`src/rtl/gravsim_pkg.sv`:
```
// Shared definitions for the gravity-simulator frame control path.
// Holds the USB keycode defaults used as sim_control parameter defaults,
// the control FSM state type, the camera shift saturation bound and the
// saturating shift helper.
package gravsim_pkg;

    // USB HID keycodes
    localparam logic [7:0] KC_SPACE = 8'd44;
    localparam logic [7:0] KC_STEP  = 8'd17;  // N
    localparam logic [7:0] KC_UP    = 8'd26;  // W
    localparam logic [7:0] KC_DOWN  = 8'd22;  // S
    localparam logic [7:0] KC_LEFT  = 8'd4;   // A
    localparam logic [7:0] KC_RIGHT = 8'd7;   // D
    localparam logic [7:0] KC_ZIN   = 8'd20;  // Q
    localparam logic [7:0] KC_ZOUT  = 8'd8;   // E
    localparam logic [7:0] KC_HOME  = 8'd21;  // R

    localparam logic signed [31:0] SHIFT_LIMIT_DEF = 32'sd1023;

    typedef enum logic [1:0] {
        IDLE     = 2'd0,
        WAIT_LOW = 2'd1,
        RUN      = 2'd2
    } ctrl_state_t;

    // val + delta in 33 bits, with both the incoming value and the result
    // held to [-limit, +limit].
    function automatic logic signed [31:0] shift_clamp(
        input logic signed [31:0] val,
        input logic signed [31:0] delta,
        input logic signed [31:0] limit
    );
        logic signed [32:0] lim;
        logic signed [32:0] op;
        logic signed [32:0] dl;
        logic signed [32:0] sum;
        lim = {limit[31], limit};
        op  = {val[31], val};
        dl  = {delta[31], delta};
        if (op > lim)
            op = lim;
        else if (op < -lim)
            op = -lim;
        sum = op + dl;
        if (sum > lim)
            sum = lim;
        else if (sum < -lim)
            sum = -lim;
        return sum[31:0];
    endfunction

endpackage

```
`src/rtl/sync_rise_detect.sv`:
```
// Two-flop synchroniser followed by a rising-edge detector.
// Ports:
//   CLK   - sampling clock
//   RESET - synchronous active-high reset, clears all flops
//   d     - asynchronous input
//   rise  - high for one CLK cycle per rising edge of d
module sync_rise_detect (
    input  logic CLK,
    input  logic RESET,
    input  logic d,
    output logic rise
);

    logic s1_q, s2_q, s3_q;
    logic s1_d, s2_d, s3_d;

    always_comb begin
        s1_d = d;
        s2_d = s1_q;
        s3_d = s2_q;
    end

    always_ff @(posedge CLK) begin
        if (RESET) begin
            s1_q <= 1'b0;
            s2_q <= 1'b0;
            s3_q <= 1'b0;
        end else begin
            s1_q <= s1_d;
            s2_q <= s2_d;
            s3_q <= s3_d;
        end
    end

    assign rise = s2_q & ~s3_q;

endmodule

```
`src/rtl/sim_control.sv`:
```
// Frame-level control stage ahead of avalon_interface.
// Turns the USB keycode and VGA vertical sync into the physics FSM start
// pulse, pause / single-step state and camera pan/zoom offsets. Owns the
// start/done handshake so only one physics step is in flight at a time;
// frames arriving while a step is in flight are counted as overruns.
// Ports:
//   CLK, RESET        - 50 MHz clock, synchronous active-high reset
//   VGA_VS            - vertical sync, asynchronous to CLK
//   keycode           - current key, 0 = none
//   FSM_DONE          - physics step complete (level)
//   FSM_START         - one-cycle start pulse
//   PAUSED, busy      - pause state, step in flight
//   relative_shift_*  - signed camera offsets
//   overrun_count     - saturating skipped-frame count
//   frame_count       - wrapping VS rising-edge count
module sim_control
    import gravsim_pkg::*;
#(
    parameter logic [7:0]         KEY_SPACE   = KC_SPACE,
    parameter logic [7:0]         KEY_STEP    = KC_STEP,
    parameter logic [7:0]         KEY_UP      = KC_UP,
    parameter logic [7:0]         KEY_DOWN    = KC_DOWN,
    parameter logic [7:0]         KEY_LEFT    = KC_LEFT,
    parameter logic [7:0]         KEY_RIGHT   = KC_RIGHT,
    parameter logic [7:0]         KEY_ZIN     = KC_ZIN,
    parameter logic [7:0]         KEY_ZOUT    = KC_ZOUT,
    parameter logic [7:0]         KEY_HOME    = KC_HOME,
    parameter logic signed [31:0] SHIFT_STEP  = 32'sd1,
    parameter logic signed [31:0] SHIFT_LIMIT = SHIFT_LIMIT_DEF
) (
    input  logic               CLK,
    input  logic               RESET,
    input  logic               VGA_VS,
    input  logic [7:0]         keycode,
    input  logic               FSM_DONE,
    output logic               FSM_START,
    output logic               PAUSED,
    output logic               busy,
    output logic signed [31:0] relative_shift_x,
    output logic signed [31:0] relative_shift_y,
    output logic signed [31:0] relative_shift_z,
    output logic [7:0]         overrun_count,
    output logic [15:0]        frame_count
);

    logic vs_rise;

    sync_rise_detect u_vs_sync (
        .CLK   (CLK),
        .RESET (RESET),
        .d     (VGA_VS),
        .rise  (vs_rise)
    );

    ctrl_state_t        state_q, state_d;
    logic [7:0]         key_prev_q, key_prev_d;
    logic               start_q, start_d;
    logic               paused_q, paused_d;
    logic               step_req_q, step_req_d;
    logic signed [31:0] x_q, x_d, y_q, y_d, z_q, z_d;
    logic [7:0]         overrun_q, overrun_d;
    logic [15:0]        frame_q, frame_d;

    logic space_press, step_press;

    // Press = first cycle the key appears; holding it does not re-trigger.
    assign space_press = (keycode == KEY_SPACE) && (key_prev_q != KEY_SPACE);
    assign step_press  = (keycode == KEY_STEP)  && (key_prev_q != KEY_STEP);

    always_comb begin
        state_d    = state_q;
        key_prev_d = keycode;
        start_d    = 1'b0;
        // Toggle and step request both look at the pre-toggle pause state.
        paused_d   = paused_q ^ space_press;
        step_req_d = step_req_q | (step_press & paused_q);
        x_d        = x_q;
        y_d        = y_q;
        z_d        = z_q;
        overrun_d  = overrun_q;
        frame_d    = frame_q;

        case (state_q)
            IDLE: begin
                if (vs_rise && (!paused_q || step_req_q)) begin
                    start_d    = 1'b1;
                    state_d    = WAIT_LOW;
                    // A new press this same cycle re-arms for the next frame.
                    step_req_d = step_press & paused_q;
                end
            end
            // DONE may still be high from the previous step; wait for it to
            // drop before accepting a rising DONE as completion.
            WAIT_LOW: if (!FSM_DONE) state_d = RUN;
            RUN:      if (FSM_DONE)  state_d = IDLE;
            default:  state_d = IDLE;
        endcase

        if (vs_rise) begin
            frame_d = frame_q + 16'd1;
            if (state_q != IDLE && overrun_q != 8'hFF)
                overrun_d = overrun_q + 8'd1;

            if (keycode == KEY_HOME) begin
                x_d = '0;
                y_d = '0;
                z_d = '0;
            end else if (keycode == KEY_RIGHT) begin
                x_d = shift_clamp(x_q, SHIFT_STEP, SHIFT_LIMIT);
            end else if (keycode == KEY_LEFT) begin
                x_d = shift_clamp(x_q, -SHIFT_STEP, SHIFT_LIMIT);
            end else if (keycode == KEY_UP) begin
                y_d = shift_clamp(y_q, SHIFT_STEP, SHIFT_LIMIT);
            end else if (keycode == KEY_DOWN) begin
                y_d = shift_clamp(y_q, -SHIFT_STEP, SHIFT_LIMIT);
            end else if (keycode == KEY_ZIN) begin
                z_d = shift_clamp(z_q, SHIFT_STEP, SHIFT_LIMIT);
            end else if (keycode == KEY_ZOUT) begin
                z_d = shift_clamp(z_q, -SHIFT_STEP, SHIFT_LIMIT);
            end
        end
    end

    always_ff @(posedge CLK) begin
        if (RESET) begin
            state_q    <= IDLE;
            key_prev_q <= '0;
            start_q    <= 1'b0;
            paused_q   <= 1'b0;
            step_req_q <= 1'b0;
            x_q        <= '0;
            y_q        <= '0;
            z_q        <= '0;
            overrun_q  <= '0;
            frame_q    <= '0;
        end else begin
            state_q    <= state_d;
            key_prev_q <= key_prev_d;
            start_q    <= start_d;
            paused_q   <= paused_d;
            step_req_q <= step_req_d;
            x_q        <= x_d;
            y_q        <= y_d;
            z_q        <= z_d;
            overrun_q  <= overrun_d;
            frame_q    <= frame_d;
        end
    end

    assign FSM_START        = start_q;
    assign PAUSED           = paused_q;
    assign busy             = (state_q != IDLE);
    assign relative_shift_x = x_q;
    assign relative_shift_y = y_q;
    assign relative_shift_z = z_q;
    assign overrun_count    = overrun_q;
    assign frame_count      = frame_q;

endmodule

```
`config.mk`:
```
export PLATFORM = sky130hd
export DESIGN_NAME = sim_control
export DESIGN_NICKNAME = d
export VERILOG_FILES = /design/src/rtl/gravsim_pkg.sv /design/src/rtl/sync_rise_detect.sv /design/src/rtl/sim_control.sv
export SDC_FILE = /design/constraint.sdc
export NUM_CORES = 1
export LEC_CHECK = 0
export ABC_AREA = 1
export BUFFER_PORTS_ARGS = -buffer_cell sky130_fd_sc_hd__buf_2
export CELL_PAD_IN_SITES_DETAIL_PLACEMENT = 1
export CELL_PAD_IN_SITES_GLOBAL_PLACEMENT = 2
export CORE_MARGIN = 1
export CORE_UTILIZATION = 31
export DETAILED_ROUTE_END_ITERATION = 10
export GPL_TIMING_DRIVEN = 0
export PLACE_DENSITY_LB_ADDON = 0.3
export SYNTH_ARGS = -nofsm -noshare
export SYNTH_HDL_FRONTEND = slang
export SYNTH_SLANG_ARGS = --single-unit
```
`constraint.sdc`:
```
create_clock -name CLK -period 4.2 [get_ports CLK]
set_input_delay 0.42 -clock CLK [delete_from_list [all_inputs] [get_ports CLK]]
set_output_delay 0.42 -clock CLK [all_outputs]
set_load 0.1 [all_outputs]
```
==> results.cfg, run 1 <==
[status]
outcome = finished with violations
violations = design-rule violations, negative setup slack

[synthesis]
synth_area_um2 = 16700
synth_warnings = 0
async_flop_share_pct = 0
synth.distinct_cells = 53
yosysSeqAreaShare_pct = 16.3
synth_top_family_by_area = simple AND/OR/NAND/NOR gates
synth_most_common_cell = nand2_1
synth_edf_count = 0
yosys.area_share.xor_xnor_pct = 1.36
yosys-top-cells-area = nand2_1 24%, dfxtp_1 16%, nor2_1 12%
postSynthAreaPerCell_um2 = 5.21
netlist.top_cell.by_area = nand2_1
synthAdderAreaFrac_pct = 1.05
synth.area.mux_share_pct = 0
yosys.area.top_type_share_pct = 24.1
yosys.area_share.simple_pct = 59.0
synth-main-ff-cell = dfxtp_1
synthCells = 3209
synth_compound_area_share_pct = 9.64
yosys-top-cells-count = 1,074 x nand2_1, 513 x nor2_1, 405 x inv_1
synth-seq-cells = 136
syn_nets = 3235

[sta]
worstMarginPinSlew_ns = 1.02
final-setup-viol-count = 3
hold_viol = 0
slew_headroom_pct = 32.3
min_period_over_period_pct = 100
whs_ns = 0.192
timing.fmax_mhz = 238
post-route-min-period_ns = 4.20
timing.final.ws_setup_ns = -0.00189
maxSlewViolCount = 0
rsz0062_at_grt = yes
fin_worst_skew_ns = 0.0182

[cts]
worstSkewPairLatency_ns = 0.45
numCtsBuffers = 17
cts.clk_slew.worst_paths_ns = 0.07
clockBufferDepth = 2
cts_tree = built
clock-sinks = 136
cts_max_level = 4
cts-root-buf = clkbuf_16

[placed_design]
placed_area_um2 = 18300
gp_congestion = 1.00
hpwl_um = 72800
numPortBuffers = 133
pre_cts_ws_ns = -1.29

[floorplanning]
die-area_um2 = 54800
start_util_pct = 31.6
die_x_um = 234
die_h_um = 234
io_pins = 135
core_region_area_um2 = 52900
rows = 84

[critical_path]
cp_max_fo = 7
r2r_slack_ns = -0.002
required_ns = 4.58
worst_path_max_delay_cell = dfxtp_1
startpoint_type = flip-flop
cp_data_arrival_time_ns = 4.59
cp-end-kind = flip-flop
critPathKind = flip-flop to flip-flop
slowest_delay_ns = 0.59

[routing]
avgRoutedWirePerCell_um = 21.4
firstDrtPassIters = 8
drc = 8
finalWirelength_um = 90100
met2_length_um = 41900
vias = 22845
drtAntennaViolNets = 0
topRoutingLayerUsed = met4
viasPerCell = 5.43
m1WireLength_um = 40200
drt_iter0_drc = 1598
wl_met3_um = 4670

[cells_and_area]
final_nets = 3531
stdcell_area_um2 = 22700
post_route_cells_drive_above_1_share_pct = 29.4
ff_latch_area_um2 = 2860
multiInputGateArea_um2 = 14400
syn_to_final_growth_pct = 35.8
fillers = 7236

[power_and_ir_drop]
power.share.switching_pct = 42.8
seqPwrFrac_pct = 27.2
switchingPower_mw = 2.03
pwr-share-clk_pct = 31.6
peakVddDrop_uv = 228
p_int_mw = 2.72
finalPower_mw = 4.75
power_leakage_nw = 11.9
p_per_area_nw_per_um2 = 209
p_comb_share_pct = 41.1

[run]
maxCapViolCount = 0

[global_routing]
grt_usage_pct = 31.2
grt_pass1_wl_um = 130000
grt_overflow = 0
antenna_found_initial = 1
grt_start_max_net_pins = 17
grt_pass1_vias = 22089

[min_path]
hp-class = input pin to flip-flop
==> cell type report <==
cell class / instances / area share (%)
Clock inverter: 15 / 0.662
Antenna cell: 1 / 0.0110
Inverter: 437 / 7.43
Clock buffer: 17 / 1.87
Tap cell: 688 / 3.79
Sequential cell: 136 / 12.6
Multi-Input combinational cell: 2572 / 63.2
Timing Repair Buffer: 271 / 8.04
Buffer: 70 / 2.38
==> worst max-delay path, delay by kind of cell, from the launching register on <==
| kind | cells | cell delay [ns] |
|---|---|---|
| AO/OA/AOI/OAI | 2 | 0.37 |
| AND/OR/NAND/NOR | 17 | 2.20 |
| buffers and inverters | 5 | 0.46 |
| adder cells (fa/ha/maj) | 2 | 0.51 |
| flip-flops | 1 | 0.59 |
==> sequential cells by signal, summed over array words and instances, names as in the netlist <==
register / cells
key_prev_q: 8
u_vs_sync.s2_q: 1
step_req_q: 1
FSM_START: 1
u_vs_sync.s1_q: 1
state_q: 2
u_vs_sync.s3_q: 1
relative_shift_z: 32
overrun_count: 8
relative_shift_y: 32
PAUSED: 1
relative_shift_x: 32
frame_count: 16
==> cells in the final DEF (no fill, tap or decap), drive strengths merged <==
master and n:
nand3 393, a211oi 20, inv 435, nor3 42, and2 7, ha 14, o2111ai 1, nor2 565
and3 2, a21boi 1, xor2 23, xnor2 2, diode 1, dfxtp 136, o41ai 2, clkinvlp 4
nor4 12, o211ai 1, o311ai 4, nand3b 14, nor3b 3, clkbuf 46, o21ai 139, a21oi 103
o31ai 5, or2 21, clkinv 13, nand2 1100, nand4 98, buf 312
==> metal layers <==
layer / vias up / track usage [%]
met5: - / 0
met4: 0 / 10.8
met3: 155 / 3.90
met2: 651 / 51.5
met1: 11184 / 41.5
li1: 10855 / -
==> metrics by stage <==
step	setup TNS (ns)	util, %	cells
detailed placement	-84.17	34.7	4030
finish	-0.00318	42.9	4207
global placement	-77.72	34.6	4030
floorplan	0	-	3209
global route	-1.86	42.9	4206
CTS	0	37.8	4098
==> path summary, 6_finish.rpt <==
check,from,depth (start not counted),end
setup / recovery,relative_shift_y[10]$_SDFFE_PP0P_,26,relative_shift_y[9]$_SDFFE_PP0P_
hold / removal,VGA_VS,3,u_vs_sync.s1_q$_SDFF_PP0_
setup reg to reg,relative_shift_y[10]$_SDFFE_PP0P_,26,relative_shift_y[9]$_SDFFE_PP0P_
hold reg to reg,u_vs_sync.s1_q$_SDFF_PP0_,2,u_vs_sync.s2_q$_SDFF_PP0_
==> timing repair <==
item	4_1_cts	5_1_grt
gates cloned	2	6
hold buffers	0	0
pin swaps	38	139
setup endpoints to repair	96	92
setup buffers	34	102
resized for setup	233	531
==> cells by family (layout without fill, tap and decap cells) <==
group / count (synthesis) / count (layout)
xor gates and xnor gates: 25 / 25
buffers and inverters: 507 / 810
AOI/OAI and AO/OA: 276 / 276
DFF: 136 / 136
and+or+nand+nor: 2251 / 2257
adders and majority gates: 14 / 14
other: 0 / 1
==> power by group through the flow <==
stage / combinational [mW] / clock, mW / sequential, mW
floorplan: 1.05 / 0 / 1.36
global placement: 1.52 / 0 / 1.33
detailed placement: 1.54 / 0 / 1.33
CTS: 1.65 / 1.53 / 1.30
global route: 2.12 / 1.59 / 1.29
finish: 1.95 / 1.50 / 1.29
(Power assumes the default switching activity.)
==> run 2, diff against run 1 <==
--- a/config.mk
+++ b/config.mk
@@ -13,7 +13,7 @@
 export CORE_UTILIZATION = 31
 export DETAILED_ROUTE_END_ITERATION = 10
 export GPL_TIMING_DRIVEN = 0
-export PLACE_DENSITY_LB_ADDON = 0.3
+export PLACE_DENSITY_LB_ADDON = 0.05
 export SYNTH_ARGS = -nofsm -noshare
 export SYNTH_HDL_FRONTEND = slang
 export SYNTH_SLANG_ARGS = --single-unit
==> run 2 against run 1 <==
The flow finishes with violations (design-rule violations). Clock power grew 9%. Largest cell class unchanged. Setup slack improved by 0.084 ns. Fmax is 2.0% higher. Die area unchanged. Sequential power about the same. Register-to-register slack improved by 0.08 ns. Power grew 4.1%.
==> results.cfg, run 2 (synthesis results as in run 1) <==
[cells_and_area]
multiInputGateArea_um2 = 14300
ff_latch_area_um2 = 2870
fillers = 7222
final_nets = 3501
final_common_cell = nand2_1
post_route_cells_drive_above_1_share_pct = 29.3
final_cell_mix = 936 x nand2_1, 386 x nor2_1, 372 x inv_1, 306 x nand3_1, 139 x buf_2
final_util_pct = 42.5
syn_to_final_growth_pct = 34.4

[placed_design]
hpwl_um = 74000
gp_congestion = 0.994
numPortBuffers = 133

[sta]
slew_headroom_pct = 32.4
final-setup-viol-count = 0
timing.fmax_mhz = 243
min_period_over_period_pct = 98.0
hold_viol = 0
whs_ns = 0.192
post-route-min-period_ns = 4.12
fin_worst_skew_ns = 0.0137
rsz0062_at_grt = yes
tns_ns = 0
maxSlewViolCount = 0
worstMarginPinSlew_ns = 1.01

[routing]
vias = 22580
firstDrtPassIters = 8
avgRoutedWirePerCell_um = 22.0
wl_met3_um = 4270
viasPerCell = 5.41
met2_length_um = 42500
finalWirelength_um = 91700
drc = 1
drtAntennaViolNets = 0
m1WireLength_um = 41300
topRoutingLayerUsed = met5
drt_iter0_drc = 1491

[critical_path]
reg2reg_depth = 27
startpoint_type = flip-flop
required_ns = 4.59
cp_data_arrival_time_ns = 4.51
cp_max_fo = 9
cp-end-kind = flip-flop
r2r_end = relative_shift_y[7]$_SDFFE_PP0P_
r2r_start = relative_shift_y[23]$_SDFFE_PP0P_
critPathKind = flip-flop to flip-flop
r2r_slack_ns = 0.08

[status]
violations = design-rule violations
outcome = finished with violations

[global_routing]
grt_start_max_net_pins = 17
grt_overflow = 0
antenna_found_initial = 4
grt_pass1_wl_um = 133000
grt_pass1_vias = 22048
grt_usage_pct = 32.2

[cts]
worstSkewPairLatency_ns = 0.45
clock-sinks = 136
cts_max_level = 4
numCtsBuffers = 17
cts-root-buf = clkbuf_16
cts.clk_slew.worst_paths_ns = 0.07
clockBufferDepth = 2
cts_tree = built

[power_and_ir_drop]
finalPower_mw = 4.94
power_leakage_nw = 11.7
peakVddDrop_uv = 264
p_per_area_nw_per_um2 = 220

[min_path]
hp-start = VGA_VS
whs_endpoint = u_vs_sync.s1_q$_SDFF_PP0_
hp-class = input pin to flip-flop
hold_depth = 3

[floorplanning]
start_util_pct = 31.6
rows = 84
die_h_um = 234
io_pins = 135
core_region_area_um2 = 52900
die_x_um = 234
die-area_um2 = 54800

[run]
maxCapViolCount = 0
-- run 2: changes by cell type in the layout (fill, tap and decap cells not counted), moves of 11 or more --
cell / change
nand2_2: +11
nor2_1: -16
nor2_2: +24
buf_4: -24
nand3_2: +11
nand3_1: -13
-- run 2: critical path, stage by stage (launching register included) --
cell,delay (ns)
dfxtp_4,0.39
nand4_1,0.15
nor4_4,0.45
o311ai_2,0.20
ha_4,0.42
inv_8,0.10
nand2_4,0.12
nand2_2,0.12
inv_2,0.09
ha_4,0.17
nand3_4,0.09
nor2_4,0.16
nand2_2,0.08
nor2_4,0.12
nand4_1,0.22
nand2_2,0.18
nand2_1,0.07
inv_1,0.05
nand3_1,0.06
nor2_1,0.13
nand3_2,0.12
nand2_4,0.13
nand2_1,0.06
nand2_1,0.07
nand2_1,0.07
nand3_1,0.10
nand2_1,0.07
inv_1,0.05
-- run 2: cell type report --
| type | instances | area share (%) |
|---|---|---|
| diodes | 2 | 0.0223 |
| clock inverters | 13 | 0.808 |
| well taps | 688 | 3.83 |
| clock buffers | 18 | 1.95 |
| inverters | 437 | 7.45 |
| plain buffers | 70 | 2.35 |
| multi-input cells | 2573 | 63.8 |
| flip-flops and latches | 136 | 12.8 |
| repair buffers | 240 | 7.03 |
-- run 2: timing repair --
item / 4_1_cts / 5_1_grt
hold buffers: 0 / 0
gates cloned: 5 / 4
pin swaps: 56 / 124
setup endpoints to repair: 96 / 92
resized for setup: 272 / 491
endpoints found under the hold margin: 0 / 0
setup buffers: 43 / 62
-- run 2: how the worst max path moves through the flow --
stage                                       from                           endpoint  slack, ns
2_1_floorplan  relative_shift_x[16]$_SDFFE_PP0P_  relative_shift_x[20]$_SDFFE_PP0P_      0.004
3_5_place_dp   relative_shift_y[19]$_SDFFE_PP0P_  relative_shift_y[31]$_SDFFE_PP0P_      -1.40
5_1_grt        relative_shift_x[26]$_SDFFE_PP0P_   relative_shift_x[5]$_SDFFE_PP0P_      -0.09
3_3_place_gp   relative_shift_y[19]$_SDFFE_PP0P_  relative_shift_y[31]$_SDFFE_PP0P_      -1.40
4_1_cts        relative_shift_x[21]$_SDFFE_PP0P_   relative_shift_x[6]$_SDFFE_PP0P_      0.004
6_report       relative_shift_y[23]$_SDFFE_PP0P_   relative_shift_y[7]$_SDFFE_PP0P_       0.08
-- run 2: per-stage QoR --
step                area, um2  setup slack, ns  cells
floorplan               16800          0.00415   3209
global placement        18300            -1.40   4030
detailed placement      18300            -1.40   4030
CTS                     20300          0.00355   4109
global route            22500          -0.0946   4177
finish                  22500           0.0824   4177
-- run 2: per-layer routing --
metal  vias up  global-route usage (%)
met5         -                       0
met4         2                    12.4
met3       166                    4.33
met2       566                    52.5
met1     11041                    42.7
li1      10805                       -
-- run 2: report_power, final --
| group | leakage, nW | switching [mW] | total, mW | internal (mW) |
|---|---|---|---|---|
| Combinational | 10.3 | 1.38 | 2.01 | 0.621 |
| Clock | 0.303 | 0.676 | 1.64 | 0.967 |
| Sequential | 1.14 | 0.00693 | 1.29 | 1.28 |
